--- src/rtl/npc_pkg.sv ---
// Shared types and defaults for the NPC multi-cycle sequencer.
package npc_pkg;

  localparam int          NPC_XLEN     = 64;
  localparam logic [63:0] NPC_RESET_PC = 64'h8000_0000;
  localparam int          NPC_TIMEOUT  = 255;

  typedef enum logic [2:0] {
    S_FETCH  = 3'd0,
    S_DECODE = 3'd1,
    S_EXEC   = 3'd2,
    S_MEM    = 3'd3,
    S_WB     = 3'd4,
    S_HALT   = 3'd5,
    S_TRAP   = 3'd6
  } npc_state_t;

  // Counter width able to hold TIMEOUT; at least one bit so TIMEOUT=0 still elaborates.
  function automatic int wait_cnt_w(input int timeout);
    return (timeout < 1) ? 1 : $clog2(timeout + 1);
  endfunction

endpackage

--- src/rtl/npc_wait_timer.sv ---
// Saturating wait counter shared by the fetch and load/store handshakes.
module npc_wait_timer
  import npc_pkg::*;
#(
  parameter int TIMEOUT = NPC_TIMEOUT
) (
  input  logic clk,
  input  logic rstn,
  input  logic clr,
  input  logic en,
  output logic expired
);

  localparam int W = wait_cnt_w(TIMEOUT);

  logic [W-1:0] cnt_reg;

  always_ff @(posedge clk) begin
    if (!rstn || clr) begin
      cnt_reg <= '0;
    end else if (en && (cnt_reg != '1)) begin
      cnt_reg <= cnt_reg + W'(1);
    end
  end

  // expired flags the last allowed wait cycle; the FSM traps on the following edge.
  generate
    if (TIMEOUT == 0) begin : g_no_timeout
      assign expired = 1'b0;
    end else begin : g_timeout
      assign expired = (cnt_reg == W'(TIMEOUT - 1));
    end
  endgenerate

endmodule

--- src/rtl/npc_seq_ctrl.sv ---
// NPC core sequencer: FETCH -> DECODE -> EXEC -> [MEM] -> WB, with sticky halt/trap stops.
module npc_seq_ctrl
  import npc_pkg::*;
#(
  parameter int              XLEN     = NPC_XLEN,
  parameter logic [XLEN-1:0] RESET_PC = XLEN'(NPC_RESET_PC),
  parameter int              TIMEOUT  = NPC_TIMEOUT
) (
  input  logic            clk,
  input  logic            rstn,
  output logic            if_req,
  output logic [XLEN-1:0] if_addr,
  input  logic            if_ack,
  input  logic [31:0]     if_inst,
  output logic [31:0]     inst_o,
  output logic            dec_en,
  input  logic            dec_ldst,
  input  logic            dec_rd_we,
  input  logic            dec_ebreak,
  input  logic            dec_illegal,
  output logic            ex_en,
  input  logic [XLEN-1:0] next_pc,
  output logic            ls_req,
  input  logic            ls_ack,
  output logic            rf_we,
  output logic [XLEN-1:0] pc_o,
  output logic            halt,
  output logic            trap
);

  npc_state_t      state_reg, state_next;
  logic [XLEN-1:0] pc_reg;
  logic [XLEN-1:0] npc_reg;
  logic [31:0]     inst_reg;
  logic            ldst_reg;
  logic            rd_we_reg;
  logic            halt_reg;
  logic            trap_reg;
  logic            tmr_en;
  logic            tmr_expired;

  npc_wait_timer #(.TIMEOUT(TIMEOUT)) u_wait_timer (
    .clk     (clk),
    .rstn    (rstn),
    .clr     (!tmr_en),
    .en      (tmr_en),
    .expired (tmr_expired)
  );

  // The timer only runs on cycles spent waiting for an ack; anything else clears it.
  always_comb begin
    state_next = state_reg;
    tmr_en     = 1'b0;
    case (state_reg)
      S_FETCH: begin
        if (if_ack) begin
          state_next = S_DECODE;
        end else begin
          tmr_en = 1'b1;
          if (tmr_expired) state_next = S_TRAP;
        end
      end
      S_DECODE: begin
        if (dec_illegal)     state_next = S_TRAP;
        else if (dec_ebreak) state_next = S_HALT;
        else                 state_next = S_EXEC;
      end
      S_EXEC:  state_next = ldst_reg ? S_MEM : S_WB;
      S_MEM: begin
        if (ls_ack) begin
          state_next = S_WB;
        end else begin
          tmr_en = 1'b1;
          if (tmr_expired) state_next = S_TRAP;
        end
      end
      S_WB:    state_next = S_FETCH;
      S_HALT:  state_next = S_HALT;
      S_TRAP:  state_next = S_TRAP;
      default: state_next = S_FETCH;
    endcase
  end

  always_ff @(posedge clk) begin
    if (!rstn) begin
      state_reg <= S_FETCH;
      pc_reg    <= RESET_PC;
      npc_reg   <= RESET_PC;
      inst_reg  <= '0;
      ldst_reg  <= 1'b0;
      rd_we_reg <= 1'b0;
      halt_reg  <= 1'b0;
      trap_reg  <= 1'b0;
    end else begin
      state_reg <= state_next;
      if (state_reg == S_FETCH && if_ack) inst_reg <= if_inst;
      if (state_reg == S_DECODE) begin
        ldst_reg  <= dec_ldst;
        rd_we_reg <= dec_rd_we;
      end
      if (state_reg == S_EXEC) npc_reg <= next_pc;
      if (state_reg == S_WB)   pc_reg  <= npc_reg;
      if (state_next == S_HALT) halt_reg <= 1'b1;
      if (state_next == S_TRAP) trap_reg <= 1'b1;
    end
  end

  // Requests and enables decode straight from the state register, so they are glitch-free
  // and a request cannot drop before its ack has moved the FSM on.
  assign if_req  = (state_reg == S_FETCH);
  assign ls_req  = (state_reg == S_MEM);
  assign dec_en  = (state_reg == S_DECODE);
  assign ex_en   = (state_reg == S_EXEC);
  assign rf_we   = (state_reg == S_WB) && rd_we_reg;
  assign if_addr = pc_reg;
  assign pc_o    = pc_reg;
  assign inst_o  = inst_reg;
  assign halt    = halt_reg;
  assign trap    = trap_reg;

endmodule
--- config.mk ---
export PLATFORM = sky130hd
export DESIGN_NAME = npc_seq_ctrl
export DESIGN_NICKNAME = d
export VERILOG_FILES = /design/src/rtl/npc_pkg.sv /design/src/rtl/npc_wait_timer.sv /design/src/rtl/npc_seq_ctrl.sv
export SDC_FILE = /design/constraint.sdc
export NUM_CORES = 1
export LEC_CHECK = 0
export ABC_AREA = 1
export BUFFER_PORTS_ARGS = -buffer_cell sky130_fd_sc_hd__buf_2
export CORE_ASPECT_RATIO = 1.2
export CORE_MARGIN = 2
export CORE_UTILIZATION = 52
export DETAILED_ROUTE_END_ITERATION = 10
export PLACE_DENSITY = 0.82
export SLEW_MARGIN = 20
export SYNTH_ARGS = -nofsm -noshare
export SYNTH_HDL_FRONTEND = slang
export SYNTH_SLANG_ARGS = --single-unit
--- constraint.sdc ---
create_clock -name clk -period 3.8 [get_ports clk]
set_clock_uncertainty 0.05 [all_clocks]
set_input_delay 0 -clock clk [delete_from_list [all_inputs] [get_ports clk]]
set_output_delay 0 -clock clk [all_outputs]
set_load 0.02 [all_outputs]
Yosys cells after proc, flatten, opt, wreduce, memory -nomap -nowiden
Cells that the tools add are included.
{"block": "classes", "addsub": 1, "n_eq_ne": 10, "mux": 10, "reduce_logical": 7}
{"operator": "3-bit 2-to-1 mux", "count": 6}
{"operator": "3-bit one-hot mux with 6 select lines", "count": 1}
{"operator": "3-bit == test (second input constant)", "count": 5}
{"operator": "8-bit by 1-bit adder with 8-bit output (second input constant)", "count": 1}
{"operator": "8-bit == test (second input constant)", "count": 1}
{"operator": "8-bit inequality test (second input constant)", "count": 1}
{"operator": "3-bit by 2-bit == test with 1-bit output (second input constant)", "count": 2}
{"operator": "3-bit by 1-bit == test with 1-bit output (second input constant)", "count": 1}
{"operator": "1-bit logical AND", "count": 3}
{"operator": "3-bit logical NOT", "count": 1}
{"operator": "1-bit logical NOT", "count": 2}
{"operator": "1-bit 2-to-1 mux", "count": 2}
{"operator": "1-bit one-hot mux with 2 select lines", "count": 1}
{"operator": "1-bit logical OR", "count": 1}
{"block": "word_totals", "register_bits": 175, "in_bits": 104}

Longest topological paths before layout
{"block": "depth", "depth_word": 5, "depth_mapped": 10, "ltp_nobuf": 10}

Hierarchy
From an unflattened synthesis, not the netlist that was laid out.
{"block": "hier_totals", "cells_unflattened": 861, "area_unflattened_um2": 6826.5}
{"module": "npc_seq_ctrl", "instances": 1, "cells_each": 795, "area_each_um2": 6349.8, "seq_area_each_um2": 3343.2}
{"module": "npc_wait_timer", "instances": 1, "cells_each": 66, "area_each_um2": 476.7, "seq_area_each_um2": 160.2}

Worst setup path before layout
Ideal clock, no wire load.
{"block": "synth_path", "path_kind": "reg2reg", "startpoint": "register state_reg[0]", "endpoint": "register u_wait_timer.cnt_reg[3]", "setup_ps": 123, "t_arrival_ps": 1222, "required_time_ps": 3627, "slack_ps": 2405, "stages_incl_launch_ff": 9, "n_path_buf": 1, "synth_period_minus_slack_ps": 1395, "path_cell_list": "dfxtp_1 > buf_6 > nand2_1 > nor2_2 > nand2_1 > nand2_2 > nand2_4 > o21ai_0 > a21oi_1"}
{"block": "synth_between", "elab_chain_cells": 4, "word_cells_on_any_way": 6}
{"item": "start, declared", "line_no": "npc_seq_ctrl.sv:31", "rtl": "npc_state_t state_reg, state_next;"}
{"item": "start signal, assigned", "line_no": "npc_seq_ctrl.sv:95", "rtl": "state_reg <= state_next;"}
{"item": "3-bit by 2-bit == test with 1-bit output (*)"}
{"item": "net ls_req", "line_no": "npc_seq_ctrl.sv:23", "rtl": "output logic ls_req,"}
{"item": "1-bit one-hot mux with 2 select lines (*)", "line_no": "npc_seq_ctrl.sv:54", "rtl": "case (state_reg)"}
{"item": "1-bit logical NOT", "line_no": "npc_seq_ctrl.sv:45", "rtl": ".clr (!tmr_en),"}
{"item": "1-bit logical OR", "line_no": "npc_wait_timer.sv:19", "rtl": "if (!rstn || clr) begin"}
{"item": "end signal, assigned", "line_no": "npc_wait_timer.sv:22", "rtl": "cnt_reg <= cnt_reg + W'(1);"}
{"item": "end, declared", "line_no": "npc_wait_timer.sv:16", "rtl": "logic [W-1:0] cnt_reg;"}
Mark *: on every way through the listed nets, which the timed path passes. The rest lies on a longest branch.
A chain may end at the register's enable or synchronous reset.

Final worst setup path
{"block": "layout_path", "startpoint": "register state_reg[2]", "endpoint": "register pc_reg[3] (netlist: if_addr[3])"}
{"block": "layout_between", "elab_chain_cells": 1}
{"item": "3-bit == test", "line_no": "npc_seq_ctrl.sv:102", "rtl": "if (state_reg == S_WB) pc_reg <= npc_reg;"}
{"item": "end signal, assigned", "line_no": "npc_seq_ctrl.sv:102"}
{"item": "end, declared", "line_no": "npc_seq_ctrl.sv:32", "rtl": "logic [XLEN-1:0] pc_reg;"}
No other way between the ends.

==> results_dict.tcl <==
set metrics [dict create \
    run_status "finished, final reports clean" \
    r2r-end "if_addr[3]" \
    ant_nets 0 \
    grt_max_degree 104 \
    synth_cells 866 \
    dr_total_vias 6763 \
    async_flop_share 0 \
    first_pass_iters 5 \
    first_iter_violations 634 \
    io_buffer_count 270 \
    layout_worst_path_cycle_share 0.641 \
    fin_ws_ns 1.36 \
    synthAdderAreaFrac 0.00362 \
    clock-sinks 175 \
    place_area_um2 7710 \
    place_congestion 0.855 \
    core-area_um2 13100 \
    die_y_um 130 \
    max_freq_mhz 411 \
    synthFlopType "dfxtp_1" \
    max_cap_viol_count 0 \
    root_buffer "clkbuf_16" \
    hold_end "halt" \
    r2r_start "state_reg[2]" \
    end_kind "register" \
    syn_avg_cell_area_um2 7.99 \
    crit_type "register to register" \
    vias_per_cell 5.12 \
    cts_tree "yes" \
    finish.utilization 0.711 \
    synth_cell_types 26 \
    critPathLaunchType "register" \
    cts_resized 0 \
    hp-class "input pin to register" \
    syn_area_um2 6920 \
    wirelength_um 19000 \
    numCtsBuffers 17 \
    grtUsageTotal 0.258 \
    initial_utilization 0.527 \
    power_density_nw_per_um2 537 \
    cts_buffer_depth 2 \
    clk_latency_ns 0.43 \
    slew_headroom 0.362 \
    ys_seq_elements 175 \
    area_delta_synth_final_pct 34.8 \
    syn-num-nets 972 \
    grt_overflow 0 \
    crit_required_ns 4.10 \
    finalInstanceArea_um2 9330 \
    antenna_found_initial 0 \
    final_nets 1245 \
    clkTransAtPathRegs_ns 0.06 \
    grt_pass1_vias 6139 \
    slew_violations 0 \
    drive_above_1_share 0.280 \
    cellLeakagePower_nw 4.25 \
    synth_compound_area_frac 0.174 \
    dieArea_um2 14300 \
    fill_cells 970 \
    rows 46 \
    diodes 0 \
    dp_hpwl_um 10800 \
    die_x_um 109 \
    preCtsSetupSlack_ns 1.47 \
    cts_htree_levels 4 \
    rsz0062_at_grt "no" \
    holdCritStartpoint "dec_ebreak" \
    ys_warn_count 0 \
    synth-simple-area-share 0.165 \
    ir_worst_vdd_v 0.000434 \
    finalSetupViolCount 0 \
    muxShareOfSynthArea 0 \
    crit_fanout 96 \
    synth_top_family_by_area "compound AO/OA/AOI/OAI gates" \
    finalSetupTns_ns 0 \
    ys_seq_area_frac 0.506 \
    tightestPinTransition_ns 0.958 \
    hold_viol_final 0 \
    drc_errors 0 \
    whs_ns 0.0281 \
    wl_per_cell_um 14.4 \
    rr_worst_depth 5 \
    hold_depth 5 \
    rrSetupSlack_ns 1.36 \
    io_pins 271 \
    worstPathArrival_ns 2.73 \
    yosys.area_share.xor_xnor 0.00506 \
    synth_edf_count 0 \
    grt_pass1_wl_um 29000 \
    min_period_ns 2.44 \
]
per-layer routing:
layer	track usage	wire (um)	up-vias
met1	0.300	7390	3100
li1	-	-	3297
met3	0.0605	1260	59
met2	0.444	9710	307
met4	0.127	615	0
met5	0	0	-
layout make-up:
type / count / area [um2] / area share
tap: 168 / 210 / 0.0225
clock buffer: 19 / 453 / 0.0486
inverter: 53 / 204 / 0.0219
sequential: 175 / 3500 / 0.376
multi-input combinational: 517 / 2410 / 0.258
clock inverter: 13 / 161 / 0.0173
timing repair buffer: 375 / 2390 / 0.256
worst max-delay path: stages (launching register included):
cell	delay, ns
dfxtp_1	0.57
nand2_2	0.45
inv_2	0.13
buf_4	0.68
o21ai_0	0.23
a21oi_1	0.21
Yosys cell counts, drive strengths merged (2+ instances only):
library cell,number,area share
dfxtp,175,0.51
nand2,144,0.082
a21oi,138,0.10
o21ai,101,0.073
buf,98,0.10
nor2,79,0.045
inv,52,0.028
nand3,43,0.031
clkbuf,23,0.013
nor3,4,0.0061
xor2,3,0.0038
ha,2,0.0036
kinds of logic after synthesis:
kind of cell             after synthesis
AO/OA/AOI/OAI                        240
AND/OR/NAND/NOR                      271
flip-flops                           175
buffers and inverters                174
adder cells (fa/ha/maj)                2
XOR/XNOR                               4
power breakdown:
part / total, W / leakage [nW] / internal, W / switching [W]
Combinational: 0.00109 / 2.54 / 0.000387 / 0.000707
Clock: 0.00179 / 0.291 / 0.00107 / 0.000719
Sequential: 0.00213 / 1.42 / 0.00202 / 0.000118
Total: 0.00501 / 4.25 / 0.00347 / 0.00154
worst max path at each step:
stage	from	end	cells past startpoint
floorplan	state_reg[0]	u_wait_timer.cnt_reg[3]	8
global placement	state_reg[2]	if_addr[29]	5
detailed placement	state_reg[2]	if_addr[28]	5
CTS	state_reg[2]	if_addr[4]	5
global route	state_reg[2]	if_addr[3]	5
finish	state_reg[2]	if_addr[3]	5
through the flow:
step                      instances  total power, W
after floorplan                 866         0.00296
after global placement         1188         0.00314
after detailed placement       1188         0.00316
after CTS                      1320         0.00502
after global routing           1320         0.00525
final                          1320         0.00501
what timing repair did:
item | in CTS | in global routing
hold buffers | 100 | 0
endpoints found under the hold margin | 101 | 0
setup buffers | 0 | 0
layout by cell type, fill, tap and decap left out, drive strengths merged:
cell / synthesis / final
clkinv: 1 / 6
xnor2: 1 / 1
dlygate4sd3: 0 / 100
nor3: 4 / 4
o21ai: 101 / 101
xor2: 3 / 3
buf: 98 / 275
bufinv: 0 / 3
clkinvlp: 0 / 4
nand4: 1 / 1
dfxtp: 175 / 175
inv: 52 / 53
o211ai: 1 / 1
nor2: 79 / 79
ha: 2 / 2
nand3: 43 / 43
nand2: 144 / 144
a21oi: 138 / 138
clkbuf: 23 / 19
(Power assumes the default switching activity.)
